$ cat config.mk
export PLATFORM = sky130hd
export DESIGN_NAME = secret_driver
export DESIGN_NICKNAME = d
export VERILOG_FILES = /design/src/rtl/secret_driver.sv
export SDC_FILE = /design/constraint.sdc
export NUM_CORES = 1
export LEC_CHECK = 0
export BUFFER_PORTS_ARGS = -buffer_cell sky130_fd_sc_hd__buf_2
export CORE_AREA = 3 3 266 268
export CTS_CLUSTER_DIAMETER = 60
export CTS_CLUSTER_SIZE = 28
export DETAILED_ROUTE_END_ITERATION = 16
export DIE_AREA = 0 0 269 271
export PLACE_DENSITY = 0.44
export SLEW_MARGIN = 0
export SYNTH_ARGS = -nofsm -noshare
export SYNTH_HDL_FRONTEND = slang
export SYNTH_SLANG_ARGS = --single-unit
$ cat constraint.sdc
create_clock -name clk -period 5.9 [get_ports clk]
set_input_delay 0.295 -clock clk [delete_from_list [all_inputs] [get_ports clk]]
set_output_delay 0.295 -clock clk [all_outputs]
set_load 0.01 [all_outputs]
$ cat src/rtl/secret_driver.sv
// secret_driver: drives LFSR vectors into the secret block and checks its replies.
// Optional trace output: define SECRET_DRIVER_TRACE_EN.
module secret_driver #(
  parameter int unsigned NUM_CYCLES = 16,
  parameter logic [31:0] SEED       = 32'h0000_0001
) (
  input  logic          clk,
  input  logic          rst_n,
  input  logic          start,
  output logic          busy,
  output logic          done,
  output logic [15:0]   err_count,
  output logic          fail,
  output logic [31:0]   accum_in,
  input  logic [31:0]   accum_out,
  output logic          s1_in,
  input  logic          s1_out,
  output logic [1:0]    s2_in,
  input  logic [1:0]    s2_out,
  output logic [7:0]    s8_in,
  input  logic [7:0]    s8_out,
  output logic [32:0]   s33_in,
  input  logic [32:0]   s33_out,
  output logic [63:0]   s64_in,
  input  logic [63:0]   s64_out,
  output logic [64:0]   s65_in,
  input  logic [64:0]   s65_out,
  output logic [128:0]  s129_in,
  input  logic [128:0]  s129_out
);

  typedef enum logic [1:0] {
    IDLE,
    RUN,
    DRAIN
  } state_t;

  localparam logic [15:0] LAST = 16'(NUM_CYCLES - 1);

  state_t        state_q, state_d;
  logic [15:0]   cnt_q, cnt_d;
  logic          drn_q, drn_d;
  logic          drive, clr, done_d;
  logic [31:0]   lfsr_q, lfsr_nxt;
  logic          drv_vld_q, exp_vld_q;
  logic [31:0]   exp_acc_q;
  logic          exp_s1_q;
  logic [1:0]    exp_s2_q;
  logic [7:0]    exp_s8_q;
  logic [32:0]   exp_s33_q;
  logic [63:0]   exp_s64_q;
  logic [64:0]   exp_s65_q;
  logic [128:0]  exp_s129_q;
  logic [7:0]    fld;
  logic          mism;
  logic [15:0]   err_d;
  logic          fail_d;

  assign busy = (state_q == RUN) || (state_q == DRAIN);

  assign lfsr_nxt = {lfsr_q[30:0],
                     lfsr_q[31] ^ lfsr_q[21] ^ lfsr_q[1] ^ lfsr_q[0]};

  always_comb begin
    state_d = state_q;
    cnt_d   = cnt_q;
    drn_d   = 1'b0;
    drive   = 1'b0;
    clr     = 1'b0;
    done_d  = 1'b0;
    unique case (state_q)
      IDLE: begin
        if (start) begin
          drive   = 1'b1;
          clr     = 1'b1;
          cnt_d   = 16'd1;
          state_d = (NUM_CYCLES == 1) ? DRAIN : RUN;
        end
      end
      RUN: begin
        drive = 1'b1;
        cnt_d = cnt_q + 16'd1;
        if (cnt_q == LAST) state_d = DRAIN;
      end
      DRAIN: begin
        drn_d = ~drn_q;
        if (drn_q) begin
          state_d = IDLE;
          done_d  = 1'b1;
        end
      end
      default: state_d = IDLE;
    endcase
  end

  // One bit per checked field; accumulator first.
  assign fld = {accum_out != exp_acc_q,
                s1_out    != exp_s1_q,
                s2_out    != exp_s2_q,
                s8_out    != exp_s8_q,
                s33_out   != exp_s33_q,
                s64_out   != exp_s64_q,
                s65_out   != exp_s65_q,
                s129_out  != exp_s129_q};

  assign mism = exp_vld_q && (fld != 8'h00);

  always_comb begin
    err_d  = err_count;
    fail_d = fail;
    if (clr) begin
      err_d  = '0;
      fail_d = 1'b0;
    end else if (mism) begin
      fail_d = 1'b1;
      if (err_count != 16'hFFFF) err_d = err_count + 16'd1;
    end
  end

  always_ff @(posedge clk or negedge rst_n) begin
    if (!rst_n) begin
      state_q    <= IDLE;
      cnt_q      <= '0;
      drn_q      <= 1'b0;
      lfsr_q     <= SEED;
      done       <= 1'b0;
      err_count  <= '0;
      fail       <= 1'b0;
      drv_vld_q  <= 1'b0;
      exp_vld_q  <= 1'b0;
      accum_in   <= '0;
      s1_in      <= '0;
      s2_in      <= '0;
      s8_in      <= '0;
      s33_in     <= '0;
      s64_in     <= '0;
      s65_in     <= '0;
      s129_in    <= '0;
      exp_acc_q  <= '0;
      exp_s1_q   <= '0;
      exp_s2_q   <= '0;
      exp_s8_q   <= '0;
      exp_s33_q  <= '0;
      exp_s64_q  <= '0;
      exp_s65_q  <= '0;
      exp_s129_q <= '0;
    end else begin
      state_q   <= state_d;
      cnt_q     <= cnt_d;
      drn_q     <= drn_d;
      done      <= done_d;
      err_count <= err_d;
      fail      <= fail_d;
      if (drive) lfsr_q <= lfsr_nxt;
      drv_vld_q <= drive;
      exp_vld_q <= drv_vld_q;
      accum_in  <= drive ? lfsr_q : '0;
      s1_in     <= drive ? lfsr_q[0] : 1'b0;
      s2_in     <= drive ? lfsr_q[1:0] : '0;
      s8_in     <= drive ? lfsr_q[7:0] : '0;
      s33_in    <= drive ? {lfsr_q[0], lfsr_q} : '0;
      s64_in    <= drive ? {~lfsr_q, lfsr_q} : '0;
      s65_in    <= drive ? {lfsr_q[0], ~lfsr_q, lfsr_q} : '0;
      s129_in   <= drive ? {lfsr_q[0], lfsr_q, ~lfsr_q,
                            lfsr_q, ~lfsr_q} : '0;
      // Idle cycles drive zeros, so the sum tracks the secret accumulator.
      exp_acc_q  <= exp_acc_q + accum_in;
      exp_s1_q   <= s1_in;
      exp_s2_q   <= s2_in;
      exp_s8_q   <= s8_in;
      exp_s33_q  <= s33_in;
      exp_s64_q  <= s64_in;
      exp_s65_q  <= s65_in;
      exp_s129_q <= s129_in;
    end
  end

`ifdef SECRET_DRIVER_TRACE_EN
  logic [15:0] idx_q;

  always_ff @(posedge clk or negedge rst_n) begin
    if (!rst_n) idx_q <= '0;
    else if (clr) idx_q <= '0;
    else if (exp_vld_q) idx_q <= idx_q + 16'd1;
  end

  always @(posedge clk) begin
    if (rst_n && mism) begin
      $write("%0t secret_driver vec=%0d", $time, idx_q);
      if (fld[7]) $write(" acc exp=%h act=%h", exp_acc_q, accum_out);
      if (fld[6]) $write(" s1 exp=%h act=%h", exp_s1_q, s1_out);
      if (fld[5]) $write(" s2 exp=%h act=%h", exp_s2_q, s2_out);
      if (fld[4]) $write(" s8 exp=%h act=%h", exp_s8_q, s8_out);
      if (fld[3]) $write(" s33 exp=%h act=%h", exp_s33_q, s33_out);
      if (fld[2]) $write(" s64 exp=%h act=%h", exp_s64_q, s64_out);
      if (fld[1]) $write(" s65 exp=%h act=%h", exp_s65_q, s65_out);
      if (fld[0]) $write(" s129 exp=%h act=%h", exp_s129_q, s129_out);
      $write("\n");
    end
    if (rst_n && done_d)
      $write("secret_driver done errors=%0d\n", err_d);
  end
`else
  // Silent build: identical cycle behaviour, no simulation output.
`endif

endmodule

==> results.txt, run 1 <==
----------------------------------------------------
[GRT]
  Vias in the first global route ... 12228
  Total gr overflow ... 0
  Total routing usage reported by global routing ... 20.0%
  Number of antenna violations at the first check in global routing ... 38
  Pin count of the biggest net entering global routing ... 94
  Global-route wire length before repair ... 101000 µm

[Yosys]
  Synthesis Warnings ... 0
  Number of cells produced by synthesis ... 1469
  Avg Cell Area, Syn ... 9.83 µm²
  Ys flop type ... dfrtp_1
  Portion of the post-synthesis area used by sequential elements ... 40.0%
  Post-synthesis cell type count ... 59
  Number of synthesized flops with an enable pin ... 0
  Number of synthesized register bits ... about 230
  Share of synthesized registers carrying an async set or reset ... 100%
  Net Count, Synth ... ~1800
  Cell area after technology mapping ... between 10000 and 15000 µm²

[Setup path]
  Dominant delay contributor by cell family on the critical path ... compound AO/OA/AOI/OAI gates
  Cell breakdown of the critical path ... ha_1, inv_1, fa_1, nand2b_1, a2111oi_0, o31ai_1, a21boi_1, o2111ai_1, nand3_1, a21oi_1, nand4b_1
  Slowest cell on the critical path ... dfrtp_1
  Endpoint of the worst register-to-register path ... exp_acc_q[30]$_DFF_PN0_
  Category of the worst setup path launch point ... flop
  Critical Setup Path Class ... flop to flop
  Number of cells on the worst reg-to-reg path ... 11
  Peak per-stage delay on the critical path ... 0.72 ns
  Critical-path maximum fanout ... 14
  WP buf/inv ... 1
  R2r setup slk ... 1.96 ns
  Worst EP arrival ... between 4 and 5 ns
  Required arrival time at the worst endpoint ... around 6.3 ns
  R2r startpoint ... s129_in[96]$_DFF_PN0_
  Startpoint of the worst setup timing path ... s129_in[96]$_DFF_PN0_
  Worst setup EP type ... flop

[Finish]
  Syn-to-layout area delta ... 25.1%
  Commonest cells after routing, fill and taps aside ... buf_2, xnor2_1, dfrtp_1
  Share of post-route cells with drive strength above 1 ... 39.7%
  Multi-input combinational cell area ... 6420 µm²
  Fin nets ... 2263
  Most frequent standard cell in the layout excluding fill and tap cells ... buf_2
  Register Area ... 5780 µm²
  Fillers ... 7435

[STA]
  Achievable frequency ... between 0.2 and 0.3 GHz
  Final hold violation count ... 0
  Slew @ Worst Pin ... 1.00 ns
  Time the worst path needs with I/O delays and setup ... ~4 ns
  Max-slew violation count ... 0
  Worst slew margin relative to its limit ... 33.0%
  Setup Viol. Count Final ... 0
  RSZ-0062 raised after global routing ... false
  Skew final ... 0.0200 ns
  Setup TNS ... 0 ns
  Final critical-path setup slack ... between 1.5 and 2 ns
  Period Utilization, post-route ... between 60% and 70%

[Clock network]
  Clock Root Buffer ... clkbuf_16
  Buffer depth of the longest clock path ... 3
  Number of post-CTS setup repair buffers ... 0
  H-tree level count ... 1
  Worst-path clk slew ... 0.06 ns
  CTS buffer count ... 31
  Clock tree from TritonCTS ... built
  Later-pin clock latency in the skew report ... 0.58 ns
  Number of clock sinks ... 231

[Floorplanning]
  Die Ht ... 271 µm
  Number of primary I/O pins ... 690
  Area of the core region ... approximately 69000 µm²
  DIE AREA ... 72900 µm²
  Die outline width ... 269 µm
  Initial core utilization ... between 20% and 30%
  Core Rows ... 96

[Route]
  Detailed router's first-iteration violation count ... 860
  Per-cell via count in the routed design ... ~4.4
  Number of vias after detailed routing ... 12446
  Drt drc ... 0
  Routed Wire Length ... 76200 µm
  Number of iterations in the first detailed-routing pass ... 5
  Antenna violation net count after detailed routing ... 0
  Wire length per cell after detailed routing ... between 20 and 30 µm

[Worst hold path]
  Type of the worst min-delay path ... flop to flop
  Worst-case hold path end point ... exp_vld_q$_DFF_PN0_
  Count of cells along the worst hold path ... 0
  Hold path startpoint ... drv_vld_q$_DFF_PN0_

[Placement]
  Routability congestion estimate ... 0.863
  Port Buffers ... 689
  DP Worst Slack ... 1.93 ns
  Detailed-placement wirelength estimate ... 64100 µm

[Job]
  Max-cap viol count ... 0

[Pwr]
  PnR Total Power ... 6.44 mW
  Leak pwr ... 9.37 nW
  Peak supply drop ... 0.198 mV
  Pwr/cell area ... 357 nW/µm²

[Status]
  Result of the run ... finished clean

----------------------------------------------------
[synthesized netlist by cell type, types with 2 or more instances]
master     number  area [µm²]
nand3_1        28         140
nor3_1         40         200
and2_1         38         238
a21o_1         41         308
nor2b_1         4        25.0
nand2b_1        6        37.5
and3_1         38         238
a2111oi_0       5        43.8
a31oi_1         9        56.3
inv_1          13        48.8
a22oi_1         2        15.0
nor3b_1         2        15.0
mux2i_1         5        50.1
nor4_1         23         144
clkbuf_1       33         124
ha_1           36         450
a21oi_1        35         175
o21ai_1        10        50.1
a41o_1          7        70.1
o21bai_1        3        22.5
buf_1           3        11.3
dfrtp_1       230        5760
xor2_1         43         377
xnor2_1       249        2180
o21ai_0         5        25.0
or3_1          14        87.6
a211oi_1        6        45.0
o22ai_1        15        93.8
a21boi_1        2        15.0
nand2_1        44         165
a221oi_1        2        17.5
nand4b_1        2        17.5
a31o_1          7        61.3
o21a_1          9        67.6
buf_2           3        15.0
and4_1          2        17.5
nor2_1         92         345
buf_4         271        2030
nand4_1        72         450
[final cells by class]
cell class | count | share of cell area, %
repair buffers | 698 | 19.5
diodes | 13 | 0.180
flip-flops and latches | 231 | 32.0
inverters | 15 | 0.312
clock inverters | 23 | 1.54
well taps | 931 | 6.44
clock buffers | 34 | 4.46
multi-input cells | 912 | 35.5
[cells by family (layout without fill, tap and decap cells)]
group / Yosys count / count (layout) / synth area share [%]
AO/OA/AOI/OAI: 169 / 169 / 8.16
other: 0 / 13 / 0
XOR/XNOR: 292 / 292 / 17.7
flip-flops: 231 / 231 / 40.0
multiplexers: 5 / 5 / 0.346
adder cells (fa/ha/maj): 37 / 37 / 3.26
AND/OR/NAND/NOR: 409 / 409 / 14.9
buffers and inverters: 326 / 770 / 15.6
[worst max-delay path by stage]
stage,endpoint,cells past startpoint
floorplan,exp_acc_q[30]$_DFF_PN0_,11
global placement,exp_acc_q[30]$_DFF_PN0_,11
detailed placement,exp_acc_q[30]$_DFF_PN0_,11
CTS,exp_acc_q[30]$_DFF_PN0_,11
global route,exp_acc_q[30]$_DFF_PN0_,11
finish,exp_acc_q[30]$_DFF_PN0_,11
[what timing repair did]
action | CTS | global route
resized for setup | 0 | 0
hold buffers | 2 | 0
endpoints found under the hold margin | 91 | 0
[metrics by stage]
step | area, µm² | util (%) | std cells | hold WS, ns
floorplan | 14400 | - | 1469 | -0.000591
detailed placement | 16900 | 24.7 | 2785 | 0.336
global route | 18100 | 26.3 | 2851 | 0.376
global placement | 16900 | 24.7 | 2785 | 0.340
CTS | 18000 | 26.3 | 2844 | 0.346
finish | 18100 | 26.4 | 2857 | 0.344
[registers in the layout, summed over array words and instances (netlist names)]
| signal | flops |
|---|---|
| drv_vld_q | 1 |
| drn_q | 1 |
| fail | 1 |
| exp_acc_q | 32 |
| lfsr_q | 32 |
| exp_vld_q | 1 |
| exp_s129_q | 64 |
| state_q | 2 |
| s129_in | 64 |
| cnt_q | 16 |
| done | 1 |
| err_count | 16 |
[routing by layer]
layer	vias to the layer above	track usage, %	share of wire (%)
met4	24	4.30	1.9
li1	5640	-	-
met2	579	33.1	47
met3	99	3.58	7.0
met5	-	0	0.20
met1	6104	27.1	44
[power by group]
group          internal (mW)  leakage (nW)  switching (mW)
sequential              1.85          3.08           0.660
clock                   1.18         0.528           0.811
combinational          0.791          5.76            1.15
Power figures use the tool's default switching activity.
==> run 2: changes to the inputs <==
Settings changed: PLACE_DENSITY 0.44 to 0.45.
Clock period 5.9 ns to 3.5 ns, I/O delays scaled along.
==> run 2 against run 1 <==
- via count is 2.3% higher
- register-to-register slack worse by 1.8 ns
- largest power group unchanged
- count of clock-buffer cells in the layout is 3 lower
- wire length is 3.8% higher
- largest cell class unchanged
==> results.txt, run 2 (same netlist as run 1, synthesis figures left out) <==
----------------------------------------------------
[Route]
  Per-cell via count in the routed design ... 4.42 (+1.5%)
  Number of iterations in the first detailed-routing pass ... 5 (unchanged)
  Antenna violation net count after detailed routing ... 0 (unchanged)
  Detailed router's first-iteration violation count ... 811 (-5.7%)
  Drt drc ... 0 (unchanged)
  Routed Wire Length ... 79100 µm (+3.8%)
  Number of vias after detailed routing ... 12729 (+2.3%)
  Wire length per cell after detailed routing ... 27.5 µm (+2.9%)

[Placement]
  Number of instances in the placed design ... 2813 (+1.0%)
  Detailed-placement wirelength estimate ... 67400 µm (+5.2%)
  Routability congestion estimate ... 0.923 (+6.9%)
  Port Buffers ... 689 (unchanged)

[STA]
  Skew final ... 0.0481 ns (+0.0281 ns)
  Worst-case hold slack ... 0.219 ns (-0.125 ns)
  Setup Viol. Count Final ... 0 (unchanged)
  Max-slew violation count ... 0 (unchanged)
  Time the worst path needs with I/O delays and setup ... 3.33 ns (-0.614 ns)
  Final hold violation count ... 0 (unchanged)
  Worst slew margin relative to its limit ... 34.9% (+1.9 points)
  RSZ-0062 raised after global routing ... false
  Achievable frequency ... 0.301 GHz (+18%)
  Slew @ Worst Pin ... 0.967 ns (-0.0369 ns)
  Period Utilization, post-route ... 95.0% (+28 points)

[GRT]
  Peak-usage layer in the global routing report ... met2
  Total routing usage reported by global routing ... 20.7% (+0.72 points)
  Global routing usage on met2 ... 33.4% (+0.25 points)
  Global-route wire length before repair ... 103000 µm (+2.4%)
  M1 GR Usage ... 26.2% (-0.86 points)
  Total gr overflow ... 0 (unchanged)
  Vias in the first global route ... 12575 (+2.8%)
  Met3 usage in global routing ... 6.44% (+2.9 points)
  Number of antenna violations at the first check in global routing ... 54 (+42%)
  Pin count of the biggest net entering global routing ... 82 (-13%)

[Clock network]
  Worst-path clk slew ... 0.08 ns (+0.02 ns)
  Buffer depth of the longest clock path ... 3 (unchanged)
  Later-pin clock latency in the skew report ... 0.59 ns (about the same)
  Clock tree from TritonCTS ... built
  H-tree level count ... 1 (unchanged)
  Number of clock sinks ... 231 (unchanged)
  Number of post-CTS setup repair buffers ... 0 (unchanged)
  CTS buffer count ... 27 (-13%)
  Clock Root Buffer ... clkbuf_16

[Pwr]
  Leak pwr ... 9.46 nW (+1.1%)
  PnR Total Power ... 10.7 mW (+67%)
  Pwr/cell area ... 588 nW/µm² (+65%)
  Peak supply drop ... 0.335 mV (+69%)

[Worst hold path]
  Type of the worst min-delay path ... primary input to async pin

[Setup path]
  Required arrival time at the worst endpoint ... 3.98 ns (-2.36 ns)
  Peak per-stage delay on the critical path ... 0.74 ns (+0.02 ns)
  Worst setup EP type ... flop
  Critical-path maximum fanout ... 29 (+15)
  WP buf/inv ... 2 (+1)
  Cell breakdown of the critical path ... and3_1, o22ai_1, a2111oi_1, nand4_1, nor4_2, buf_4, a211oi_2, buf_12, a31oi_1, a41o_1
  Slowest cell on the critical path ... a2111oi_1
  Critical Setup Path Class ... flop to flop
  Worst EP arrival ... 3.81 ns (-0.57 ns)
  Dominant delay contributor by cell family on the critical path ... compound AO/OA/AOI/OAI gates
  Category of the worst setup path launch point ... flop

[Finish]
  Fin nets ... 2287 (+1.1%)
  Share of post-route cells with drive strength above 1 ... 40.5% (+0.81 points)
  Syn-to-layout area delta ... 26.4%
  Commonest cells after routing, fill and taps aside ... buf_2, xnor2_1, dfrtp_1
  Fillers ... 7398 (-0.50%)
  Largest registers ranked by flip-flop count ... exp_s129_q x64, s129_in x64
  Final Non-Filler Cells ... 2880 (+0.81%)
  Most frequent standard cell in the layout excluding fill and tap cells ... buf_2

[Floorplanning]
  Die outline width ... 269 µm (unchanged)
  Initial core utilization ... 21.1% (unchanged)
  Area of the core region ... 68600 µm² (unchanged)
  Core Rows ... 96 (unchanged)
  Number of primary I/O pins ... 690 (unchanged)
  DIE AREA ... 72900 µm² (unchanged)
  Die Ht ... 271 µm (unchanged)

[Job]
  Max-cap viol count ... 0 (unchanged)

[Status]
  Result of the run ... finished clean

----------------------------------------------------
-- run 2: layer usage --
metal | share of wire [%] | wire length [µm] | vias to the layer above
met2 | 46 | 36300 | 674
li1 | - | - | 5700
met3 | 9.0 | 7140 | 125
met1 | 42 | 33200 | 6202
met5 | 0.24 | 187 | -
met4 | 2.9 | 2280 | 28
-- run 2: cell type report --
class	instances	area (µm²)	area share, %
clock inverters	19	289	1.58
repair buffers	726	3780	20.7
multi-input cells	912	6450	35.3
inverters	15	56.3	0.308
flip-flops and latches	231	5780	31.7
diodes	15	37.5	0.206
well taps	931	1160	6.38
clock buffers	31	701	3.84
-- run 2: where the power goes --
| group | leakage (nW) | internal, mW | switching [mW] |
|---|---|---|---|
| sequential | 3.07 | 3.11 | 1.03 |
| clock | 0.473 | 1.64 | 1.47 |
| combinational | 5.92 | 1.41 | 2.08 |
-- run 2: worst register-to-register path: cells and delay by family (launching register included) --
family / cells / cell delay (ns)
AOI/OAI and AO/OA: 5 / 1.38
and+or+nand+nor: 3 / 0.88
DFF: 1 / 0.58
buffers and inverters: 2 / 0.41
-- run 2: what timing repair did --
action / CTS / global route
gates resized for setup: 5 / 4
pin swaps: 0 / 0
endpoints found under the hold margin: 78 / 0
setup endpoints to repair: 17 / 19
hold buffers: 2 / 0
-- run 2: through the flow --
stage | instance area (µm²) | setup TNS (ns) | worst slack (ns) | utilization [%]
2_1_floorplan | 14400 | 0 | 0.614 | -
3_3_place_gp | 17200 | -3.99 | -0.304 | 25.1
3_5_place_dp | 17200 | -4.89 | -0.349 | 25.1
4_1_cts | 18200 | 0 | 0.0324 | 26.5
5_1_grt | 18200 | 0 | 0.0208 | 26.6
6_report | 18300 | 0 | 0.174 | 26.6
-- run 2: worst paths after layout --
| path | startpoint | endpoint | slack, ns | depth (start not counted) |
|---|---|---|---|---|
| worst max-delay path | exp_s129_q[119]$_DFF_PN0_ | err_count[14]$_DFFE_PN0P_ | 0.17 | 10 |
| worst min-delay path | rst_n | err_count[1]$_DFFE_PN0P_ | 0.22 | 2 |
| worst max register to register | exp_s129_q[119]$_DFF_PN0_ | err_count[14]$_DFFE_PN0P_ | 0.17 | 10 |
| worst min register to register | drv_vld_q$_DFF_PN0_ | exp_vld_q$_DFF_PN0_ | 0.35 | 0 |
| max in group asynchronous | rst_n | lfsr_q[24]$_DFFE_PN0P_ | 2.21 | 3 |
| min in group clk | drv_vld_q$_DFF_PN0_ | exp_vld_q$_DFF_PN0_ | 0.35 | 0 |
==> run 3: changes to the inputs <==
Settings changed: CORE_AREA 3 3 266 268 to 5 5 268 270, DIE_AREA 0 0 269 271 to 0 0 273 275, PLACE_DENSITY 0.45 to 0.44.
Clock period 3.5 ns to 3.28 ns, I/O delays scaled along.
==> run 3 against run 2 <==
- hold slack got worse by 0.036 ns
- cell count increased by 1.3%
- clock power increased by 14%
- largest power group unchanged
- critical path depth is 1 higher
- largest cell class unchanged
- count of clock-buffer cells in the layout is the same
==> results.txt, run 3 (same netlist as run 1, synthesis figures left out) <==
----------------------------------------------------
[STA]
  Period Utilization, post-route ... 96.3% (+1.2 points)
  RSZ-0062 raised after global routing ... false
  Slew @ Worst Pin ... 0.886 ns (-0.0810 ns)
  Time the worst path needs with I/O delays and setup ... 3.16 ns (-0.169 ns)
  Worst slew margin relative to its limit ... 40.7% (+5.8 points)
  Setup Viol. Count Final ... 0 (unchanged)
  Achievable frequency ... 0.317 GHz (+5.3%)
  Final hold violation count ... 0 (unchanged)
  Max-slew violation count ... 0 (unchanged)
  Skew final ... 0.0407 ns (-0.00734 ns)

[Finish]
  Syn-to-layout area delta ... 29.1%
  Commonest cells after routing, fill and taps aside ... buf_2, xnor2_1, dfrtp_1
  Share of post-route cells with drive strength above 1 ... 42.2% (+1.7 points)
  Design Area, Final ... 18600 µm² (+2.1%)
  Most frequent standard cell in the layout excluding fill and tap cells ... buf_2
  Fin nets ... 2322 (+1.5%)
  Multi-input combinational cell area ... 6500 µm² (+0.82%)
  Largest registers ranked by flip-flop count ... exp_s129_q x64, s129_in x64
  Fillers ... 7518 (+1.6%)
  Register Area ... 5790 µm² (about the same)
  End-of-flow core utilization ... 26.9% (+0.29 points)

[Worst hold path]
  Type of the worst min-delay path ... primary input to async pin

[Floorplanning]
  DIE AREA ... 75100 µm² (+3.0%)
  Number of primary I/O pins ... 690 (unchanged)
  Core Rows ... 97 (+1.0%)
  Die outline width ... 273 µm (+1.5%)
  Initial core utilization ... 20.8% (-0.22 points)
  Die Ht ... 275 µm (+1.5%)
  Area of the core region ... 69300 µm² (+1.0%)

[Setup path]
  Critical Setup Path Class ... flop to flop
  Critical-path maximum fanout ... 29 (unchanged)
  R2r setup slk ... 0.12 ns (-0.05 ns)
  Worst setup EP type ... flop
  R2r startpoint ... exp_s129_q[95]$_DFF_PN0_
  Category of the worst setup path launch point ... flop
  Number of cells on the worst reg-to-reg path ... 11 (+1)
  Worst EP arrival ... 3.64 ns (-0.17 ns)
  Endpoint of the worst register-to-register path ... err_count[8]$_DFFE_PN0P_
  Required arrival time at the worst endpoint ... 3.76 ns (-0.22 ns)

[Route]
  Per-cell via count in the routed design ... 4.30 (-2.8%)
  Drt drc ... 0 (unchanged)
  Number of vias after detailed routing ... 12532 (-1.5%)
  Detailed router's first-iteration violation count ... 763 (-5.9%)
  Routed Wire Length ... 78600 µm (-0.61%)
  Antenna violation net count after detailed routing ... 0 (unchanged)
  Number of iterations in the first detailed-routing pass ... 5 (unchanged)
  Wire length per cell after detailed routing ... 26.9 µm (-1.9%)

[GRT]
  Vias in the first global route ... 12925 (+2.8%)
  Number of antenna violations at the first check in global routing ... 26 (-52%)
  Pin count of the biggest net entering global routing ... 75 (-8.5%)
  Global-route wire length before repair ... 105000 µm (+1.4%)
  Total routing usage reported by global routing ... 19.8% (-0.90 points)
  Total gr overflow ... 0 (unchanged)

[Clock network]
  Worst-path clk slew ... 0.06 ns (-0.02 ns)
  Buffer depth of the longest clock path ... 3 (unchanged)
  CTS buffer count ... 31 (+15%)
  Number of clock sinks ... 231 (unchanged)
  Later-pin clock latency in the skew report ... 0.59 ns (about the same)
  Clock Root Buffer ... clkbuf_16
  Clock tree from TritonCTS ... built
  H-tree level count ... 1 (unchanged)

[Job]
  Max-cap viol count ... 0 (unchanged)

[Pwr]
  Pwr/cell area ... 636 nW/µm² (+8.1%)
  Peak supply drop ... 0.329 mV (-1.8%)
  Leak pwr ... 9.70 nW (+2.5%)

[Placement]
  Cell area after placement ... 17400 µm² (+1.4%)
  Routability congestion estimate ... 0.892 (-3.3%)
  Detailed-placement wirelength estimate ... 67100 µm (-0.41%)
  Port Buffers ... 689 (unchanged)

[Status]
  Result of the run ... finished clean

----------------------------------------------------
run 3: how the worst max path moves through the flow:
stage	startpoint	endpoint	slack, ns	cells past startpoint
floorplan	s129_in[96]$_DFF_PN0_	exp_acc_q[30]$_DFF_PN0_	0.39	11
global placement	exp_s129_q[125]$_DFF_PN0_	err_count[8]$_DFFE_PN0P_	-0.27	11
detailed placement	exp_s129_q[125]$_DFF_PN0_	err_count[8]$_DFFE_PN0P_	-0.24	11
CTS	exp_acc_q[0]$_DFF_PN0_	exp_acc_q[28]$_DFF_PN0_	0.009	12
global route	exp_s129_q[108]$_DFF_PN0_	err_count[8]$_DFFE_PN0P_	0.01	12
finish	exp_s129_q[95]$_DFF_PN0_	err_count[8]$_DFFE_PN0P_	0.12	11
run 3: report_power, final:
group          switching, mW  leakage [nW]  internal, mW  total, mW
sequential              1.12          3.07          3.32       4.44
combinational           2.28          6.11          1.59       3.87
clock                   1.61         0.522          1.93       3.54
run 3: area by class of cell:
type / count / share of cell area, %
clock inverters: 27 / 1.70
multi-input cells: 912 / 34.9
repair buffers: 757 / 21.6
flip-flops and latches: 231 / 31.0
diodes: 4 / 0.0537
well taps: 940 / 6.31
inverters: 15 / 0.302
clock buffers: 31 / 4.16
run 3: critical path, stage by stage (launching register included):
cell and delay [ns]:
dfrtp_1 0.52, xnor2_1 0.62, nand4_1 0.17, nor4_1 0.40, buf_4 0.21, nand4_1 0.16
nor4_2 0.19, buf_4 0.18, a211oi_2 0.12, buf_12 0.19, nand4_1 0.11, mux2i_1 0.20
run 3: routing by layer:
metal | vias to the layer above | global-route usage (%) | share of wire (%)
met3 | 103 | 3.89 | 6.3
met2 | 560 | 34.1 | 47
met1 | 6095 | 26.4 | 45
met4 | 20 | 2.92 | 1.7
met5 | - | 0 | 0.17
li1 | 5754 | - | -
run 3: through the flow:
| stage | power [mW] | hold slack (ns) | setup TNS (ns) | cells | setup slack [ns] |
|---|---|---|---|---|---|
| global placement | 8.42 | 0.222 | -3.58 | 2851 | -0.275 |
| floorplan | 6.52 | -0.132 | 0 | 1469 | 0.394 |
| detailed placement | 8.43 | 0.228 | -2.96 | 2851 | -0.235 |
| finish | 11.9 | 0.183 | 0 | 2917 | 0.123 |
| CTS | 12.1 | 0.204 | 0 | 2911 | 0.00873 |
| global route | 12.5 | 0.228 | 0 | 2913 | 0.0127 |
run 3: timing repair:
action	in CTS	in global routing
endpoints found under the setup margin	17	20
setup buffers	0	2
hold buffers	2	0
hold endpoints to repair	71	0
pin swaps	0	5
gates resized for setup	4	13
